### src/rtl/bpm_pkg.sv
// Shared types and constants for the BPM divider scheduler.
package bpm_pkg;

  typedef enum logic [1:0] {
    IDLE  = 2'd0,
    LOAD  = 2'd1,
    DIV   = 2'd2,
    WRITE = 2'd3
  } state_t;

  localparam int DIV_W = 32;

  // Numerator of the BPM division: beats per minute = 60 * f_clk / interval.
  function automatic logic [DIV_W-1:0] bpm_num(input int unsigned clk_freq);
    return DIV_W'(60 * clk_freq);
  endfunction

endpackage

### src/rtl/bpm_serial_div.sv
// Restoring unsigned divider, one quotient bit per cycle, 32 iterations.
// The dividend is shifted out of the quotient register MSB-first while the
// quotient bits are shifted in behind it.
module bpm_serial_div
  import bpm_pkg::*;
(
  input  logic             clk,
  input  logic             rst,
  input  logic             start,
  input  logic [DIV_W-1:0] dividend,
  input  logic [DIV_W-1:0] divisor,
  output logic [DIV_W-1:0] quotient,
  output logic             done
);

  logic [DIV_W-1:0] q;
  logic [DIV_W-1:0] rem;
  logic [DIV_W-1:0] dvs;
  logic [5:0]       cnt;   // iterations remaining; zero when idle

  logic [DIV_W:0]   rem_shift;
  logic             ge;
  logic [DIV_W-1:0] rem_sub;

  // Trial subtraction for the current iteration.
  always_comb begin
    rem_shift = {rem, q[DIV_W-1]};
    ge        = (rem_shift >= {1'b0, dvs});
    // The partial remainder is always below the divisor, so the difference fits.
    rem_sub   = rem_shift[DIV_W-1:0] - dvs;
  end

  // Iteration register: load on start, then shift/subtract until cnt expires.
  always_ff @(posedge clk or posedge rst) begin
    if (rst) begin
      q   <= '0;
      rem <= '0;
      dvs <= '0;
      cnt <= '0;
    end else if (start) begin
      // NOTE: non-blocking assignments here so every register samples the
      // pre-edge values; blocking would chain rem into q within one edge.
      q   <= dividend;
      rem <= '0;
      dvs <= divisor;
      cnt <= 6'd32;
    end else if (cnt != 6'd0) begin
      rem <= ge ? rem_sub : rem_shift[DIV_W-1:0];
      q   <= {q[DIV_W-2:0], ge};
      cnt <= cnt - 6'd1;
    end
  end

  // High during the cycle whose closing edge performs the 32nd iteration.
  assign done     = (cnt == 6'd1);
  assign quotient = q;

endmodule

### src/rtl/bpm_div_sched.sv
// Round-robin scheduler sharing one serial divider among NCH heart-rate
// channels. Each accepted R-R interval is converted to BPM and written to
// that channel's result register with a one-cycle valid pulse.
module bpm_div_sched
  import bpm_pkg::*;
#(
  parameter int unsigned CLK_FREQ = 200,
  parameter int          NCH      = 4
) (
  input  logic                 clk,
  input  logic                 rst,
  input  logic [NCH-1:0]       req_valid,
  output logic [NCH-1:0]       req_ready,
  input  logic [DIV_W*NCH-1:0] rr_cycles,
  output logic [DIV_W*NCH-1:0] bpm_out,
  output logic [NCH-1:0]       bpm_valid,
  output logic [NCH-1:0]       err_zero,
  output logic                 busy
);

  localparam logic [DIV_W-1:0] NUM = bpm_num(CLK_FREQ);
  localparam int               IW  = (NCH > 1) ? $clog2(NCH) : 1;

  state_t           state, state_n;
  logic [NCH-1:0]   pending;
  logic [DIV_W-1:0] hold [NCH];
  logic [IW-1:0]    grant;
  logic [IW-1:0]    last_grant;
  logic             zero_flag;
  logic             settle;      // one idle cycle after each WRITE

  logic [IW-1:0]    arb_idx;
  logic             arb_found;
  logic [DIV_W-1:0] hold_g;
  logic             div_start;
  logic [DIV_W-1:0] quotient;
  logic             div_done;

  assign hold_g    = hold[grant];
  assign req_ready = ~pending;
  assign busy      = (state != IDLE);

  // Round-robin search: first pending channel at or after last_grant+1, wrapping.
  always_comb begin
    // NOTE: every always_comb output gets a default first so no path leaves
    // it unassigned, which would otherwise infer a latch.
    arb_idx   = last_grant;
    arb_found = 1'b0;
    for (int k = 1; k <= NCH; k++) begin
      if (!arb_found && pending[(int'(last_grant) + k) % NCH]) begin
        arb_found = 1'b1;
        arb_idx   = IW'((int'(last_grant) + k) % NCH);
      end
    end
  end

  // FSM state register.
  always_ff @(posedge clk or posedge rst) begin
    if (rst) state <= IDLE;
    else     state <= state_n;
  end

  // FSM next state and divider start strobe.
  always_comb begin
    state_n   = state;
    div_start = 1'b0;
    case (state)
      // The settle cycle lets a channel re-accepted on the edge after WRITE
      // take part in the next arbitration round.
      IDLE:    if (arb_found && !settle) state_n = LOAD;
      LOAD: begin
        if (hold_g == '0) begin
          state_n = WRITE;
        end else begin
          state_n   = DIV;
          div_start = 1'b1;
        end
      end
      DIV:     if (div_done) state_n = WRITE;
      WRITE:   state_n = IDLE;
      default: state_n = IDLE;
    endcase
  end

  // Control registers: grant, round-robin pointer, zero flag, settle cycle.
  always_ff @(posedge clk or posedge rst) begin
    if (rst) begin
      grant      <= '0;
      last_grant <= IW'(NCH - 1);
      zero_flag  <= 1'b0;
      settle     <= 1'b0;
    end else begin
      settle <= (state == WRITE);
      if (state == IDLE && state_n == LOAD) grant <= arb_idx;
      if (state == LOAD) zero_flag <= (hold_g == '0);
      if (state == WRITE) last_grant <= grant;
    end
  end

  // Per-channel request capture; the served channel is released at WRITE.
  always_ff @(posedge clk or posedge rst) begin
    if (rst) begin
      pending <= '0;
      // NOTE: hold is a small register array, not RAM, and reset clears it so
      // no stale interval survives reset; RAM-style storage would not be reset.
      for (int i = 0; i < NCH; i++) hold[i] <= '0;
    end else begin
      for (int i = 0; i < NCH; i++) begin
        if (req_valid[i] && !pending[i]) begin
          pending[i] <= 1'b1;
          hold[i]    <= rr_cycles[DIV_W*i +: DIV_W];
        end
      end
      if (state == WRITE) pending[grant] <= 1'b0;
    end
  end

  // Result registers and one-cycle status pulses.
  always_ff @(posedge clk or posedge rst) begin
    if (rst) begin
      bpm_out   <= '0;
      bpm_valid <= '0;
      err_zero  <= '0;
    end else begin
      bpm_valid <= '0;
      err_zero  <= '0;
      if (state == WRITE) begin
        if (zero_flag) begin
          err_zero[grant] <= 1'b1;
        end else begin
          bpm_out[DIV_W*int'(grant) +: DIV_W] <= quotient;
          bpm_valid[grant]                    <= 1'b1;
        end
      end
    end
  end

  bpm_serial_div u_div (
    .clk      (clk),
    .rst      (rst),
    .start    (div_start),
    .dividend (NUM),
    .divisor  (hold_g),
    .quotient (quotient),
    .done     (div_done)
  );

endmodule

### config.mk
export PLATFORM = sky130hd
export DESIGN_NAME = bpm_div_sched
export DESIGN_NICKNAME = d
export VERILOG_FILES = /design/src/rtl/bpm_pkg.sv /design/src/rtl/bpm_serial_div.sv /design/src/rtl/bpm_div_sched.sv
export SDC_FILE = /design/constraint.sdc
export NUM_CORES = 1
export LEC_CHECK = 0
export ABC_CLOCK_PERIOD_IN_PS = 20300
export BUFFER_PORTS_ARGS = -buffer_cell sky130_fd_sc_hd__buf_2
export CORE_MARGIN = 2
export CORE_UTILIZATION = 40
export DETAILED_ROUTE_END_ITERATION = 10
export PLACE_DENSITY = 0.56
export SYNTH_ARGS = -nofsm -noshare
export SYNTH_HDL_FRONTEND = slang
export SYNTH_SLANG_ARGS = --single-unit
### constraint.sdc
create_clock -name clk -period 20.3 [get_ports clk]
set_clock_uncertainty 0.05 [all_clocks]
set_input_delay 1.015 -clock clk [delete_from_list [all_inputs] [get_ports clk]]
set_output_delay 1.015 -clock clk [all_outputs]
set_load 0.03 [all_outputs]
### Word-level counts from Yosys, hierarchy flattened

Cells that the tools add are included.
Widths: inputs -> output; s select.

| operators by class | value |
|---|---|
| $add $sub $neg | 7 |
| $mul | 0 |
| div/mod/pow operators | 0 |
| $lt $le $gt $ge | 8 |
| equality and inequality tests | 5 |
| shift-type cells | 2 |
| multiplexer cells | 48 |
| bitwise operators | 9 |
| reduce and logical (&&, ||, !) cells | 28 |

Operators with widths:

| kind | number |
|---|---|
| $mux 32 | 7 |
| $bwmux 128 | 1 |
| $shift 32x33->128 const A | 1 |
| $shiftx 32x33->128 | 1 |
| $bmux 32 s2 | 1 |
| $ge 33x32->1 | 1 |
| $neg 7->33 | 1 |
| $logic_not 32->1 | 1 |
| $sub 32x32->32 | 1 |
| $mux 1 | 20 |
| $mux 4 | 5 |
| $lt 3x4->1 const B | 4 |
| $mux 2 | 6 |
| $mux 6 | 2 |
| $logic_and 1x1->1 | 10 |
| $bmux 1 s2 | 4 |
| $logic_not 1->1 | 8 |
| $not 4->4 | 2 |
| $pmux 2 s4 | 1 |
| $reduce_or 2->1 | 4 |
| $eq 6x1->1 const B | 1 |
| $reduce_bool 6->1 | 1 |
| $sub 6x1->6 const B | 1 |
| $add 2x1->2 const B | 2 |
| 14 further kinds | 21 |

| storage, ports and cells | value |
|---|---|
| register bits after elaboration | 378 |
| bits in latches | 0 |
| bits in writable memories | 0 |
| memory bits (read-only) | 0 |
| logic and storage cells | 124 |
| memories kept | 0 |

### Logic depth before layout (Yosys ltp)

| depth | value |
|---|---|
| depth in word-level cells | 21 |
| mapped depth | 14 |

### Modules after synthesis

From an unflattened synthesis, not the netlist that was laid out.

| second synthesis, totals | value |
|---|---|
| cells, all modules | 1405 |
| area, all modules | 17362.9 um2 |

By module, submodules not included:

| module | instances | cells each | area each (um2) | seq. area each (um2) |
|---|---|---|---|---|
| bpm_div_sched | 1 | 701 | 11056.9 | 6909.1 |
| bpm_serial_div | 1 | 704 | 6306.0 | 2552.4 |

### Worst setup path before layout

OpenSTA, ideal clock, no wires.

| path | value |
|---|---|
| path type | reg2reg |
| from | register u_div.q[31], in the netlist u_div.quotient[31] |
| to | register u_div.rem[20] |
| setup time | 0.094 ns |
| arrival time | 2.629 ns |
| data required time | 20.156 ns |
| setup slack | 17.527 ns |
| stages on the path, launching flop included | 13 |
| path through | dfrtp_1 -> inv_1 -> ha_1 -> fa_1 -> nor2b_1 -> o31a_1 -> o21ai_0 -> o21ai_0 -> a21o_1 -> a221oi_1 -> a31oi_1 -> xnor2_1 -> a221oi_2 |

| on the way | value |
|---|---|
| word-level cells in the longest chain between the ends | 4 |
| elaborated cells on any way between the ends | 5 |

RTL lines:

| what | RTL line | RTL |
|---|---|---|
| from (decl) | bpm_serial_div.sv:16 | `logic [DIV_W-1:0] q;` |
| from (signal assigned) | bpm_serial_div.sv:43 | `q <= dividend;` |
| from (signal assigned) | bpm_serial_div.sv:49 | `q <= {q[DIV_W-2:0], ge};` |
| $sub 32x32->32 or $ge 33x32->1 (tied branches) | bpm_serial_div.sv:30, bpm_serial_div.sv:28 |  |
| $mux 32 (*) | bpm_serial_div.sv:48 | `rem <= ge ? rem_sub : rem_shift[DIV_W-1:0];` |
| $mux 32 (*) | bpm_serial_div.sv:47 | `end else if (cnt != 6'd0) begin` |
| $mux 32 (*) | bpm_serial_div.sv:40 | `end else if (start) begin` |
| to (signal assigned) | bpm_serial_div.sv:48 |  |
| to (decl) | bpm_serial_div.sv:17 | `logic [DIV_W-1:0] rem;` |

Mark *: on every way between the ends. The rest lies on a longest branch, timed or not. The select of a mux whose other input is x is not followed.
A chain may end at the register's enable or synchronous reset.

### Worst setup path after layout

| path | value |
|---|---|
| from | register grant[0] |
| to | register u_div.rem[31] |

| on the way | value |
|---|---|
| word-level cells in the longest chain between the ends | 8 |
| elaborated cells on any way between the ends | 9 |

RTL lines:

| what | RTL line | RTL |
|---|---|---|
| from (decl) | bpm_div_sched.sv:27 | `logic [IW-1:0] grant;` |
| from (signal assigned) | bpm_div_sched.sv:94 | `if (state == IDLE && state_n == LOAD) grant <= arb_idx;` |
| $not 2->3 (not written as such) (*) | bpm_div_sched.sv:39 | `assign hold_g = hold[grant];` |
| $bmux 32 s2 (*) | bpm_div_sched.sv:39 |  |
| $mux 32 (not written as such) (*) (2 in a row) | bpm_div_sched.sv:39 |  |
| $logic_not 32->1 (*) | bpm_div_sched.sv:72 | `if (hold_g == '0) begin` |
| $mux 1 (*) | bpm_div_sched.sv:72 |  |
| $mux 1 (*) | bpm_div_sched.sv:67 | `case (state)` |
| $mux 32 or $reduce_bool 2->1 (tied branches) | n/a |  |

Marks and branches as above.

==> summary.txt <==
Worst setup path
  • Type of destination of the critical path: flop
  • Critical Path RT: between 20 and 25 ns
  • Setup Crit Path Kind: flop to flop
  • CP most frequent cell: buf_4
  • CP cell instances: buf_4 -> mux4_2 -> nor4_1 -> nand4_1 -> nor2_1 -> nor2b_4 -> buf_4 -> buf_4 -> nand2b_4 -> or2_1 -> o21ai_1
  • Slowest CP cell: mux4_2
  • Crit path largest cell delay: 0.62 ns
  • Setup crit start kind: flop
  • Crit path DAT: approximately 4.5 ns
  • Worst-path fanout max: 69

Clock network
  • Worst-path clk slew: roughly 0.060 ns
  • Post-CTS Setup Bufs: 0
  • Total CTS buffers: 42
  • Clock Root Buffer: clkbuf_16
  • Clock buffer depth: 3
  • Max H-tree Level: 2
  • Clock Sinks: 378
  • CTS resizes: 0
  • CTS tree: done
  • Clock Latency Late Sink: 0.56 ns
  • Hold_buf cts: 0

Floorplan
  • I/O Pins: 275
  • Initial core utilization: 0.407
  • Core Region: 42000 sq um
  • FP Rows: 75
  • Die Height: around 210 um
  • Die W: 211 um
  • Die area: 44400 sq um

Placement
  • Port Buffer Count: 274
  • Dpl hpwl: 33400 um
  • DP Worst Slack: 16.18 ns
  • GPL Wtd Cong: 0.899
  • Inst Count DP: between 2000 and 2500

Timing
  • Max Freq: roughly 0.24 GHz
  • Post-layout min period: roughly 4.1 ns
  • Slew Limit Fails: 0
  • RSZ-0062 raised after global routing: no
  • TNS Setup: 0 ns
  • Final setup margin: 16.20 ns
  • Hold Vio Cnt, Final: 0
  • Slew HR: 0.273
  • Setup Viol. Count Final: 0
  • Slew @ Worst Pin: 1.09 ns
  • Period utilization: 0.202

GRT
  • Vias in the first global route: 12500
  • Gr ovfl total: 0
  • Antenna violations before repair: 0
  • GRT Total Usage: 0.216
  • Largest net degree at the start of global routing: 183
  • Wire length of the first global-routing pass: 74500 um

Logic synthesis
  • Synth Register Bits: approximately 380
  • Synth cell types: 56
  • Synthesized area per cell: 11.8 sq um
  • EDFF count, synth: 0
  • Syn Std Cell Area: 17100 sq um
  • Synth Net Count: about 1600
  • Synth Instances: 1446
  • Ys Warns: 0
  • Top FF cell, synth: dfrtp_1
  • Async SR Flop Fraction: 1.00
  • Sequential fraction of the synthesis area: 0.554

Layout
  • N_diodes: 0
  • Utilization after layout: 0.485
  • # nets final: around 1900
  • Layout cells sized above 1: 0.314
  • Final Non-Filler Cells: 2261
  • Area grow syn2layout: 19.3%

Status
  • Status: complete, no violations

Pwr
  • Part of the power in registers: 0.346
  • Cell area power density: 184 nW/um^2
  • Max VDD drop: 84.3 uV
  • NetSw: 1500 uW
  • Clk network pwr share: 0.203
  • Switch share: 0.399
  • P_leak: 0.00975 uW
  • Internal power: 2260 uW
  • Comb power frac: 0.451

Routing
  • DRC: 0
  • Post-route antenna net violation count: 0
  • Initial DRC count: 1077
  • Drt wl/cell: 20.8 um
  • Vias: 12400
  • Routed WL: 47000 um
  • DR pass1 iterations: 5
  • Vias/cell: 5.48

Job
  • Max Cap Viol: 0

Hold path
  • Hold Crit Class: flop to flop
[flip-flops by register name (all words and copies together), names as in the netlist]
name	flops
zero_flag	1
u_div.cnt	6
state	2
u_div.quotient	32
bpm_valid	4
u_div.rem	32
grant	2
u_div.dvs	32
pending	4
err_zero	4
hold	128
bpm_out	128
last_grant	2
settle	1
[per-stage QoR]
stage                     cell area, sq um  hold slack, ns  total power [uW]
after floorplan                      17100           0.425              2540
after global placement               19000           0.433              2990
after detailed placement             19000           0.436              3010
after CTS                            20400           0.451              3790
after global routing                 20400           0.465              4030
final                                20400           0.446              3760
[power by group through the flow]
stage	Clock (uW)	Sequential (uW)	Combinational (uW)
CTS	783	1300	1700
floorplan	0	1320	1220
global route	814	1340	1880
finish	764	1300	1700
global placement	0	1320	1670
detailed placement	0	1320	1700
[critical path: cells and delay by family (launching register included)]
kind            cells  cell delay, ns
compound gates      1            0.12
buf+inv             3            1.27
flops               1            0.48
mux                 1            0.62
simple gates        6            1.41
[placed cells by master (no fill, tap or decap), drive strengths merged, types with 8 or more instances in the layout]
cell and instances:
nor4 11, inv 54, mux4 32, xnor2 17, nand3b 9, nor2b 15
ha 44, buf 293, a21o 8, nand4 12, clkbuf 64, xor2 10
nor2 81, a31oi 8, nand2b 9, a22o 128, dfrtp 376, o21ai 62
a21oi 77, a211oi 28, mux2 131, nand3 11, nand2 139, nor3 26
[cell usage after synthesis (10+ instances only)]
master,instances,share of area
nor4_1,11,0.0040
xor2_1,10,0.0051
mux4_2,32,0.042
nand2_1,139,0.031
nand3_1,11,0.0032
a211oi_1,28,0.012
a22o_1,128,0.066
nor2_1,81,0.018
inv_1,54,0.012
dfrtp_1,376,0.55
mux2_2,131,0.086
clkbuf_1,62,0.014
nor2b_1,15,0.0055
ha_1,44,0.032
o21ai_0,59,0.017
xnor2_1,17,0.0087
buf_1,14,0.0031
nor3_1,26,0.0076
nand4_1,12,0.0044
a21oi_1,77,0.023
[cell families (layout without fill, tap and decap cells)]
group | Yosys count | in the layout | share of synthesized area
compound gates | 345 | 345 | 0.142
xor+xnor | 27 | 27 | 0.0138
fa+ha+maj | 45 | 45 | 0.0334
buf+inv | 144 | 420 | 0.0345
flops | 378 | 378 | 0.554
mux | 170 | 170 | 0.133
simple gates | 337 | 337 | 0.0906
[layout make-up]
type / count / area [sq um]
Inverter: 54 / 210
Clock inverter: 9 / 105
Fill cell: 3823 / 21600
Clock buffer: 64 / 1300
Multi-Input combinational cell: 924 / 7120
Tap cell: 539 / 674
Sequential cell: 378 / 9460
Timing Repair Buffer: 293 / 1530
[routing by layer]
layer  vias up  global-route usage  share of wire
li1       5732                   -              -
met1      6237               0.307           0.46
met2       361               0.342           0.47
met3        71              0.0330          0.054
met4         0              0.0656          0.025
met5         -                   0              0
[worst paths after layout]
kind | to | from | cells after the start | slack, ns
worst max-delay path | u_div.rem[31]$_DFFE_PP0P_ | grant[0]$_DFFE_PP0P_ | 11 | 16.20
worst min register to register | bpm_out[80]$_DFFE_PP0P_ | bpm_out[80]$_DFFE_PP0P_ | 1 | 0.45
worst max register to register | u_div.rem[31]$_DFFE_PP0P_ | grant[0]$_DFFE_PP0P_ | 11 | 16.20
worst min-delay path | bpm_out[80]$_DFFE_PP0P_ | bpm_out[80]$_DFFE_PP0P_ | 1 | 0.45
min in group asynchronous | hold[56]$_DFFE_PP0P_ | rst | 2 | 0.56
max in group asynchronous | bpm_out[122]$_DFFE_PP0P_ | rst | 3 | 18.10
No activity file was read; power rests on OpenSTA's default activity.
